===== src/rtl/entry_rx_fsm_if.sv =====
// Byte handshake between the UART receiver and the keycode parser.
// master = receiver side, slave = parser side.
interface entry_rx_fsm_if;
   logic       rxready;
   logic [7:0] rxdata;
   logic       rdrxdata;

   modport master (output rxready, output rxdata, input  rdrxdata);
   modport slave  (input  rxready, input  rxdata, output rdrxdata);
endinterface


===== src/rtl/entry_rx_fsm.sv =====
// Receive-side keycode parser: acknowledges each UART byte, assembles a packed
// BCD keycode from ASCII digits with backspace editing, and reports on CR.
module entry_rx_fsm #(
   parameter int MAXDIGITS = 4
) (
   input  logic                   clk,
   input  logic                   reset,
   entry_rx_fsm_if.slave          rx,
   output logic [4*MAXDIGITS-1:0] code,
   output logic                   code_valid,
   output logic                   code_error,
   output logic [3:0]             digit_count
);
   localparam int         W    = 4*MAXDIGITS;
   localparam logic [3:0] MAXC = 4'(MAXDIGITS);
   localparam logic [7:0] BS   = 8'h08;
   localparam logic [7:0] LF   = 8'h0A;
   localparam logic [7:0] CR   = 8'h0D;

   typedef enum logic [1:0] {IDLE, ACK, DECODE} state_t;

   state_t       state, state_nx;
   logic [7:0]   byte_r, byte_nx;
   logic [W-1:0] shift_r, shift_nx, code_nx, shift_app;
   logic [3:0]   count_nx;
   logic         bad_r, bad_nx;
   logic         rd_nx, valid_nx, error_nx;
   logic         is_digit;

   assign is_digit = (byte_r >= 8'h30) && (byte_r <= 8'h39);

   // New digit enters at the LS nibble so the first digit ends up most significant.
   generate
      if (MAXDIGITS > 1) begin : g_app_wide
         assign shift_app = {shift_r[W-5:0], byte_r[3:0]};
      end else begin : g_app_one
         assign shift_app = byte_r[3:0];
      end
   endgenerate

   always_ff @(posedge clk) begin
      if (reset) begin
         state       <= IDLE;
         byte_r      <= '0;
         shift_r     <= '0;
         bad_r       <= 1'b0;
         code        <= '0;
         digit_count <= '0;
         rx.rdrxdata <= 1'b0;
         code_valid  <= 1'b0;
         code_error  <= 1'b0;
      end else begin
         state       <= state_nx;
         byte_r      <= byte_nx;
         shift_r     <= shift_nx;
         bad_r       <= bad_nx;
         code        <= code_nx;
         digit_count <= count_nx;
         rx.rdrxdata <= rd_nx;
         code_valid  <= valid_nx;
         code_error  <= error_nx;
      end
   end

   always_comb begin
      state_nx = state;
      byte_nx  = byte_r;
      shift_nx = shift_r;
      bad_nx   = bad_r;
      code_nx  = code;
      count_nx = digit_count;
      rd_nx    = 1'b0;
      valid_nx = 1'b0;
      error_nx = 1'b0;
      unique case (state)
         IDLE: begin
            if (rx.rxready) begin
               byte_nx  = rx.rxdata;
               rd_nx    = 1'b1;
               state_nx = ACK;
            end
         end
         // rxready is ignored here so the receiver has a cycle to drop it.
         ACK: state_nx = DECODE;
         DECODE: begin
            state_nx = IDLE;
            if (is_digit) begin
               if (digit_count == MAXC) begin
                  bad_nx = 1'b1;
               end else if (!bad_r) begin
                  shift_nx = shift_app;
                  count_nx = digit_count + 4'd1;
               end
            end else if (byte_r == BS) begin
               if (!bad_r && digit_count != 4'd0) begin
                  shift_nx = shift_r >> 4;
                  count_nx = digit_count - 4'd1;
               end
            end else if (byte_r == CR) begin
               if (!bad_r && digit_count == MAXC) begin
                  code_nx  = shift_r;
                  valid_nx = 1'b1;
               end else begin
                  error_nx = 1'b1;
               end
               shift_nx = '0;
               count_nx = '0;
               bad_nx   = 1'b0;
            end else if (byte_r != LF) begin
               bad_nx = 1'b1;
            end
         end
         default: state_nx = IDLE;
      endcase
   end
endmodule


===== src/flat_wrapper.sv =====
// flat-port wrapper written by rule: the top's interface ports become plain ports
module entry_rx_fsm_flat 
#(
   parameter int MAXDIGITS = 4
)
  (clk, reset, code, code_valid, code_error, digit_count, rx_rxready, rx_rxdata, rx_rdrxdata);
  entry_rx_fsm_if rx_i ();
  input  logic clk;
  input  logic reset;
  output logic [4*MAXDIGITS-1:0] code;
  output logic code_valid;
  output logic code_error;
  output logic [3:0] digit_count;
  input wire logic [$bits(rx_i.rxready)-1:0] rx_rxready;
  input wire logic [$bits(rx_i.rxdata)-1:0] rx_rxdata;
  output wire logic [$bits(rx_i.rdrxdata)-1:0] rx_rdrxdata;
  assign rx_i.rxready = rx_rxready;
  assign rx_i.rxdata = rx_rxdata;
  assign rx_rdrxdata = rx_i.rdrxdata;
  entry_rx_fsm #(.MAXDIGITS(MAXDIGITS)) u_core (.clk(clk), .reset(reset), .rx(rx_i), .code(code), .code_valid(code_valid), .code_error(code_error), .digit_count(digit_count));
endmodule

===== config.mk =====
export PLATFORM = sky130hd
export DESIGN_NAME = entry_rx_fsm_flat
export DESIGN_NICKNAME = d
export VERILOG_FILES = /design/src/rtl/entry_rx_fsm_if.sv /design/src/rtl/entry_rx_fsm.sv /design/src/flat_wrapper.sv
export SDC_FILE = /design/constraint.sdc
export NUM_CORES = 1
export LEC_CHECK = 0
export BUFFER_PORTS_ARGS = -buffer_cell sky130_fd_sc_hd__buf_2
export CORE_MARGIN = 1.5
export CORE_UTILIZATION = 49
export CTS_CLUSTER_DIAMETER = 30
export DETAILED_ROUTE_END_ITERATION = 8
export MAX_ROUTING_LAYER = met4
export PLACE_DENSITY = 0.7
export SLEW_MARGIN = 10
export SYNTH_ARGS = -nofsm -noshare
export SYNTH_HDL_FRONTEND = slang
export SYNTH_SLANG_ARGS = --single-unit

===== constraint.sdc =====
create_clock -name clk -period 5.3 [get_ports clk]
set_input_delay 0.795 -clock clk [delete_from_list [all_inputs] [get_ports clk]]
set_output_delay 0.795 -clock clk [all_outputs]
set_load 0.02 [all_outputs]

# == Yosys cells after proc, flatten, opt, wreduce, memory -nomap -nowiden ==
# Index checks and enable logic that the tools add are counted.
# word_totals
reg_bits,50
output_inout_bits,23
elab_cells,66
# op_classes
n_addsub,2
order_cmp,2
eq_ne,12
muxes,22
bitwise,5
n_reduce_logical,14
# ops
op,count
$mux W16,6
$mux W4,6
$eq A8 B4 Y1 const B,2
$reduce_and A5 Y1,2
$ge A8 B6 Y1 const B,1
$le A8 B6 Y1 const B,1
$mux W1,8
$ne A2 B2 Y1 const B,4
$ne A8 B4 Y1 const B,1
$reduce_bool A3 Y1,2
$not A1 Y1,5
$reduce_or A5 Y1,1
$add A4 B1 Y4 const B,1
$eq A4 B3 Y1 const B,1
$pmux W2 S2,1
$reduce_and A4 Y1,1
$reduce_bool A4 Y1,1
$sub A4 B1 Y4 const B,1
$logic_and A1 B1 Y1,3
$ne A3 B2 Y1 const B,1
$eq A2 B1 Y1 const B,1
$eq A2 B2 Y1 const B,1
$logic_not A2 Y1,1
$mux W2,1
other kinds (4),4

# == Longest topological paths before layout ==
# Gate-level depths: netlist of run 1.
# depth
depth_word,5
ltp_mapped,7
ltp_nobuf,6

# == Worst setup path after synthesis of run 1 ==
# No wires, ideal clock.
# synth_timing
kind,register -> register
start,register u_core.digit_count[0]
end,register u_core.code[12]
setup_ns,0.128
t_arrival_ns,1.715
required_time_ns,5.172
path_slack_ns,3.458
path_stages_with_launch,8
path_buffers,1
period_less_slack_ns,1.842
path_cell_list,dfxtp_1 > inv_1 > ha_1 > nand3b_1 > nor3_4 > buf_12 > mux2i_1 > nor2_1
# synth_between
elab_chain_cells,3
# synth_lines
item,line,rtl
start: declaration,entry_rx_fsm.sv:12,output logic [3:0] digit_count
start signal: assignment,entry_rx_fsm.sv:58,digit_count <= count_nx;
$eq A4 B3 Y1,entry_rx_fsm.sv:100,if (!bad_r && digit_count == MAXC) begin
$logic_and A1 B1 Y1,entry_rx_fsm.sv:100,
$reduce_and A5 Y1 (no source line),--,
end signal: assignment,entry_rx_fsm.sv:57,code <= code_nx;
end: declaration,entry_rx_fsm.sv:9,"output logic [4*MAXDIGITS-1:0] code,"
# No other way between the ends.
# A chain may end at the register's enable or synchronous reset.

# == Final worst setup path of run 1 ==
# layout_timing
start,register u_core.byte_r[7]
end,register u_core.digit_count[2]
# layout_between
elab_chain_cells,4
word_cells_on_any_way,12
# layout_lines
item,line,rtl
start: declaration,entry_rx_fsm.sv:23,"logic [7:0] byte_r, byte_nx;"
start signal: assignment,entry_rx_fsm.sv:54,byte_r <= byte_nx;
$ge A8 B6 Y1 or $le A8 B6 Y1 (tied branches),entry_rx_fsm.sv:30,assign is_digit = (byte_r >= 8'h30) && (byte_r <= 8'h39);
$logic_and A1 B1 Y1,entry_rx_fsm.sv:30,
$ne A3 B2 Y1 (no source line) (tied with other cells),--,
$reduce_and A5 Y1 (no source line),--,
# Several ways; a longest one is shown, not always the timed one.

==> run_results.csv, run 1 <==
group,metric,value,unit
setup_path,critPathKind,"flop to flop",
drt,drt-initial-drc-count,232,
synth,synth_fa_ha_area_share,1.119,%
hold_path,hp-class,"flop to flop",
synth,yosysTopAreaCellShare,44.77,%
sta,worstMarginPinSlew,0.9649,ns
synth,synthMuxAreaShare,11.75,%
grt,grt.busiest_layer,"met2",
cells_and_area,final_cell_mix,"dfxtp_1, buf_2, nor2_1",
grt,grt_pass1_vias,1646,
synth,ys_top_cells_by_area,"dfxtp_1, mux2i_1, nor2_1",
cts,cts-root-buf,"clkbuf_8",
sta,rsz0062_at_grt,"false",
grt,antenna_found_initial,0,
power_and_ir_drop,leakagePower,0.9237,nW
drt,drc,0,
sta,drv_slew,0,
cells_and_area,fill_cells,400,
power_and_ir_drop,clock_power_share,42.7,%
sta,max_slew_margin,35.46,%
synth,synth_top_area_cell,"dfxtp_1",
synth,ys_warn_count,0,
cts,cts_setup_buffers,0,
setup_path,end_kind,"flop",
drt,num_vias,1842,
setup_path,required,5.50,ns
cts,cts_resized,0,
sta,finalCritPeriodShare,45.97,%
synth,synth_seq_area_share,44.77,%
synth,synth.distinct_cells,47,
grt,met3_usage,3.846,%
setup_path,crit_arrival,2.63,ns
sta,skew,0.01118,ns
die,start_util,51.00,%
cts,cts_tree,"done",
cells_and_area,layout-drive-gt1-share,19.92,%
drt,finalWirelength,4.611,mm
power_and_ir_drop,power.share.sequential,51.4,%
synth,ys_seq_elements,50,
cells_and_area,nets,268,
placed_design,dp_hpwl,3.154,mm
power_and_ir_drop,fin_total_pwr,0.7586,mW
placed_design,routabilityCongestion,0.8548,
sta,hold_violations,0,
power_and_ir_drop,internal_power,0.6002,mW
grt,gr-total-overflow,0,
grt,grt.met1_usage,27.12,%
die,boundaryPins,34,
grt,grt.total_usage,20.38,%
synth,synth-compound-area-share,17.01,%
die,placementRows,24,
sta,setup_tns,0,ns
power_and_ir_drop,switching_share,20.88,%
synth,synth-edff-count,0,
run_status,status,"finished clean",
drt,wl_per_cell,14.97,um
cts,cts.path.max_buffers,2,
synth,synth_top_family_by_area,"simple AND/OR/NAND/NOR gates",
setup_path,start_kind,"flop",
die,die_w,70.55,um
cells_and_area,area_delta_synth_final,12.14,%
die,dieHeight,70.55,um
power_and_ir_drop,ir_drop,0.1728,mV
power_and_ir_drop,pwr-share-comb,5.9,%
cts,clkTransAtPathRegs,0.09,ns
sta,setup_violations,0,
cts,cts_max_level,2,
grt,grt_pass1_wl,7.872,mm
cts,numCtsBuffers,5,
cts,cts_hold_buf,0,
placed_design,io_buffer_count,33,
setup_path,path_max_fanout,16,
synth,synth-xor-area-share,0,%
synth,postSynth.asyncResetShare,0,%
power_and_ir_drop,switchingPower,0.1584,mW
synth,syn_inst,229,
die,core_area,4384,um2
drt,vias_per_cell,5.981,
grt,grtUsageMet2,30.71,%
sta,fmax,0.4105,GHz
job,maxCapViolations,0,
cts,clock-sinks,50,
grt,grt_start_max_net_pins,52,
cts,insertion_delay,0.30,ns
power_and_ir_drop,p_per_area,302.5,nW/um2
synth,postSynthAreaPerCell,9.764,um2
synth,synth_fp_nets,242,
synth,synth_ff_type,"dfxtp_1",
die,die-area,4977,um2
drt,ant_nets,0,
sta,period_needed,2.436,ns
cells_and_area,layout_commonest_cell,"dfxtp_1",
synth,netlist_area,2236,um2
synth,synthSimpleGateAreaFrac,20.15,%
drt,first_pass_iters,4,
cells_and_area,n_antenna_cell,0,
-- final cells by class --
cell class / instances / area [um2] / share of cell area (%)
timing repair buffer: 33 / 165.2 / 6.587
clock buffer: 6 / 82.58 / 3.293
inverter: 4 / 15.01 / 0.5988
multi-input combinational: 161 / 1119 / 44.61
tap: 52 / 65.06 / 2.595
sequential: 50 / 1001 / 39.92
clock inverter: 2 / 60.06 / 2.395
-- layer usage --
metal,part of all wire [%],up-vias
li1,-,899
met1,46,870
met2,47,67
met3,5.5,6
met4,1.1,0
met5,0,-
-- power groups by stage --
stage | Sequential, mW | Clock [mW] | Combinational (mW)
floorplan | 0.397 | 0 | 0.0366
global placement | 0.398 | 0 | 0.0439
detailed placement | 0.398 | 0 | 0.0446
CTS | 0.390 | 0.329 | 0.0448
global route | 0.391 | 0.346 | 0.0492
finish | 0.390 | 0.324 | 0.0449
-- path summary, 6_finish.rpt --
kind              slack, ns                    end  cells past startpoint             start
hold / removal         0.49        u_core.state[1]                      1   u_core.state[0]
setup reg to reg       2.86  u_core.digit_count[2]                      5  u_core.byte_r[7]
hold reg to reg        0.49        u_core.state[1]                      1   u_core.state[0]
setup / recovery       2.86  u_core.digit_count[2]                      5  u_core.byte_r[7]
-- synth_stat cells (2+ instances only) --
| cell | count |
|---|---|
| a311oi_1 | 11 |
| a31oi_1 | 12 |
| clkbuf_1 | 4 |
| nand2b_1 | 2 |
| mux2_1 | 2 |
| inv_1 | 4 |
| buf_4 | 2 |
| nor2b_1 | 3 |
| and2_1 | 3 |
| o21ai_1 | 3 |
| a32oi_1 | 2 |
| a221oi_1 | 2 |
| nor4_1 | 3 |
| nor3b_1 | 3 |
| o221a_1 | 2 |
| nand3_1 | 2 |
| nand2_1 | 23 |
| buf_2 | 5 |
| dfxtp_1 | 50 |
| ha_1 | 2 |
| nor2_1 | 27 |
| nor3_1 | 7 |
| a22o_1 | 5 |
| mux2i_1 | 24 |
| nand4_1 | 2 |
| a21oi_1 | 3 |
-- state kept, by name (all words and copies together) (netlist names) --
name,cells
u_core.code,16
u_core.shift_r,16
u_core.byte_r,8
u_core.digit_count,4
u_core.state,2
u_core.bad_r,1
u_core.code_error,1
u_core.code_valid,1
u_core.rx.rdrxdata,1
-- through the flow --
stage	utilization [%]	setup WS (ns)	cell area [um2]	std cells	hold slack (ns)
final	57.19	2.864	2507	308	0.4913
after global routing	57.19	2.711	2507	308	0.5172
after CTS	57.19	2.903	2507	308	0.4956
after detailed placement	53.94	2.914	2365	300	0.4772
after global placement	53.94	2.996	2365	300	0.4683
after floorplan	-	3.458	2236	229	0.4545
-- logic make-up (layout without fill, tap and decap cells) --
kind of cell | after synthesis | in the layout
compound gates | 48 | 48
mux | 26 | 26
simple gates | 85 | 85
fa+ha+maj | 2 | 2
buf+inv | 18 | 45
flops | 50 | 50
-- critical path, stage by stage, from the launching register on --
cell     delay (ns)
dfxtp_1        0.35
nor4_4         0.43
and2_1         0.64
o21ai_2        0.33
nand3_1        0.25
mux2_1         0.34
(Power assumes the default switching activity.)
==> run 2, diff against run 1 <==
--- a/config.mk
+++ b/config.mk
@@ -11,7 +11,7 @@
 export CTS_CLUSTER_DIAMETER = 30
 export DETAILED_ROUTE_END_ITERATION = 8
 export MAX_ROUTING_LAYER = met4
-export PLACE_DENSITY = 0.7
+export PLACE_DENSITY = 0.73
 export SLEW_MARGIN = 10
 export SYNTH_ARGS = -nofsm -noshare
 export SYNTH_HDL_FRONTEND = slang
==> constraint.sdc (replaced) <==
create_clock -name clk -period 2 [get_ports clk]
set_input_delay 0.3 -clock clk [delete_from_list [all_inputs] [get_ports clk]]
set_output_delay 0.3 -clock clk [all_outputs]
set_load 0.02 [all_outputs]
==> run 2 against run 1 <==
Net effect: sequential cell count stayed put; clock-buffer cell count unchanged; clock power increased by 120%; largest cell class unchanged; sequential power increased to 2.6 times the previous value; setup slack worse by 2.8 ns; die area unchanged; routed wire length up 3.5%; clock skew down 0.0043 ns; first-iteration DRC count is 46% lower; hold slack got worse by 0.27 ns; sequential share of layout area shrank 2.3 points; non-clock buffer count up 19.
==> run_results.csv, run 2 (synthesized netlist as in run 1, its figures left out) <==
group,metric,value,unit
run_status,status,"finished clean",
power_and_ir_drop,p_per_area,711.3,nW/um2
hold_path,worstHoldPathCells,3,
drt,ant_nets,0,
cts,numCtsBuffers,5,
cells_and_area,layout_commonest_cell,"dfxtp_1",
placed_design,io_buffer_count,33,
drt,m1WireLength,2.358,mm
cells_and_area,nets,287,
cells_and_area,n_antenna_cell,0,
placed_design,dpl_cell_area,2512,um2
grt,grt_start_max_net_pins,24,
grt,grt.total_usage,20.68,%
die,core_area,4384,um2
die,die-area,4977,um2
cts,cts_max_level,2,
sta,drv_slew,0,
drt,dr_wl_met2,2.100,mm
setup_path,start_kind,"flop",
drt,num_vias,1860,
cts,clkTransAtPathRegs,0.09,ns
die,boundaryPins,34,
cts,cts_tree,"done",
cells_and_area,post-route-cell-area,2661,um2
sta,skew,0.006913,ns
cells_and_area,reg_top3,"u_core.code (16), u_core.shift_r (16), u_core.byte_r (8)",
setup_path,crit_arrival,2.06,ns
grt,gr-total-overflow,0,
grt,antenna_found_initial,0,
cts,clock-sinks,50,
sta,period_needed,1.887,ns
setup_path,crit_chain,"nor4_4 -> buf_4 -> o211ai_2 -> a22o_1 -> nor3_4 -> a311oi_1",
power_and_ir_drop,leakagePower,1.003,nW
cts,cts.path.max_buffers,2,
sta,hold_violations,0,
setup_path,r2r_cells,6,
setup_path,required,2.17,ns
sta,setup_violations,0,
placed_design,dp_slack,-0.1463,ns
grt,grt_pass1_wl,8.128,mm
power_and_ir_drop,ir_drop,0.3675,mV
setup_path,critPathKind,"flop to flop",
cells_and_area,final_cell_mix,"dfxtp_1, buf_2, nor2_1",
drt,drt-initial-drc-count,125,
cts,cts-root-buf,"clkbuf_8",
cells_and_area,area_delta_synth_final,19.03,%
job,maxCapViolations,0,
drt,wl_met3,214,um
drt,vias_per_cell,5.688,
cts,insertion_delay,0.31,ns
cells_and_area,layout-drive-gt1-share,26.55,%
setup_path,worstSetupPathDepth,6,
hold_path,hp-class,"primary input to flop",
grt,grt_pass1_vias,1691,
sta,setup_tns,0,ns
drt,finalWirelength,4.774,mm
power_and_ir_drop,fin_total_pwr,1.893,mW
sta,finalCritPeriodShare,94.33,%
placed_design,routabilityCongestion,0.9681,
die,die_w,70.55,um
drt,wl_per_cell,14.60,um
sta,worstMarginPinSlew,0.5638,ns
die,dieHeight,70.55,um
setup_path,crit_family,"simple AND/OR/NAND/NOR gates",
setup_path,path_max_fanout,12,
sta,fmax,0.5301,GHz
die,start_util,51.00,%
drt,routed.top_layer,"met4",
placed_design,dp_hpwl,3.370,mm
setup_path,slowest_stage,"nor3_4",
sta,rsz0062_at_grt,"true",
sta,fin_ws,0.1135,ns
drt,drc,0,
setup_path,critPathBufInv,1,
setup_path,end_kind,"flop",
sta,max_slew_margin,62.10,%
setup_path,slowest_delay,0.42,ns
die,placementRows,24,
cells_and_area,utilization,60.70,%
drt,first_pass_iters,4,
==> run 2: per-layer routing <==
metal  up-vias  track usage [%]
met4         0            8.805
met5         -                -
li1        932                -
met2        54            29.87
met3        10            3.561
met1       864            28.73
==> run 2: layout make-up <==
cell class | count | area, um2
multi-input combinational | 161 | 1146
sequential | 50 | 1001
fill | 405 | 1723
inverter | 4 | 15.01
timing repair buffer | 52 | 324.1
clock buffer | 6 | 72.57
tap | 52 | 65.06
clock inverter | 2 | 37.54
==> run 2: worst reg2reg max path: stages (launching register included) <==
cell and delay, ns:
dfxtp_1 0.35, nor4_4 0.26, buf_4 0.18, o211ai_2 0.10
a22o_1 0.28, nor3_4 0.42, a311oi_1 0.16
==> run 2: worst paths after layout <==
kind	startpoint	to	slack [ns]
min reg2reg	u_core.state[0]	u_core.state[1]	0.49
max	u_core.byte_r[6]	u_core.shift_r[1]	0.11
max reg2reg	u_core.byte_r[6]	u_core.shift_r[1]	0.11
min	rx_rxdata[2]	u_core.byte_r[2]	0.22
==> run 2: repair_timing <==
item                                    CTS  global route
gates resized for setup                   1             5
cloned                                    0             0
setup buffers                             0             1
endpoints found under the setup margin   12            19
pin swaps                                 0             2
hold buffers                              0             0
==> run 2: through the flow <==
stage,instances,hold slack (ns)
global placement,318,0.4669
floorplan,229,0.4474
CTS,326,0.2185
global route,327,0.2338
finish,327,0.2205
detailed placement,318,0.4780
==> run 2: report_power, final <==
part,internal [mW],switching [mW]
Combinational,0.0678,0.0809
Clock,0.373,0.339
Sequential,1.01,0.0208
Total,1.45,0.440
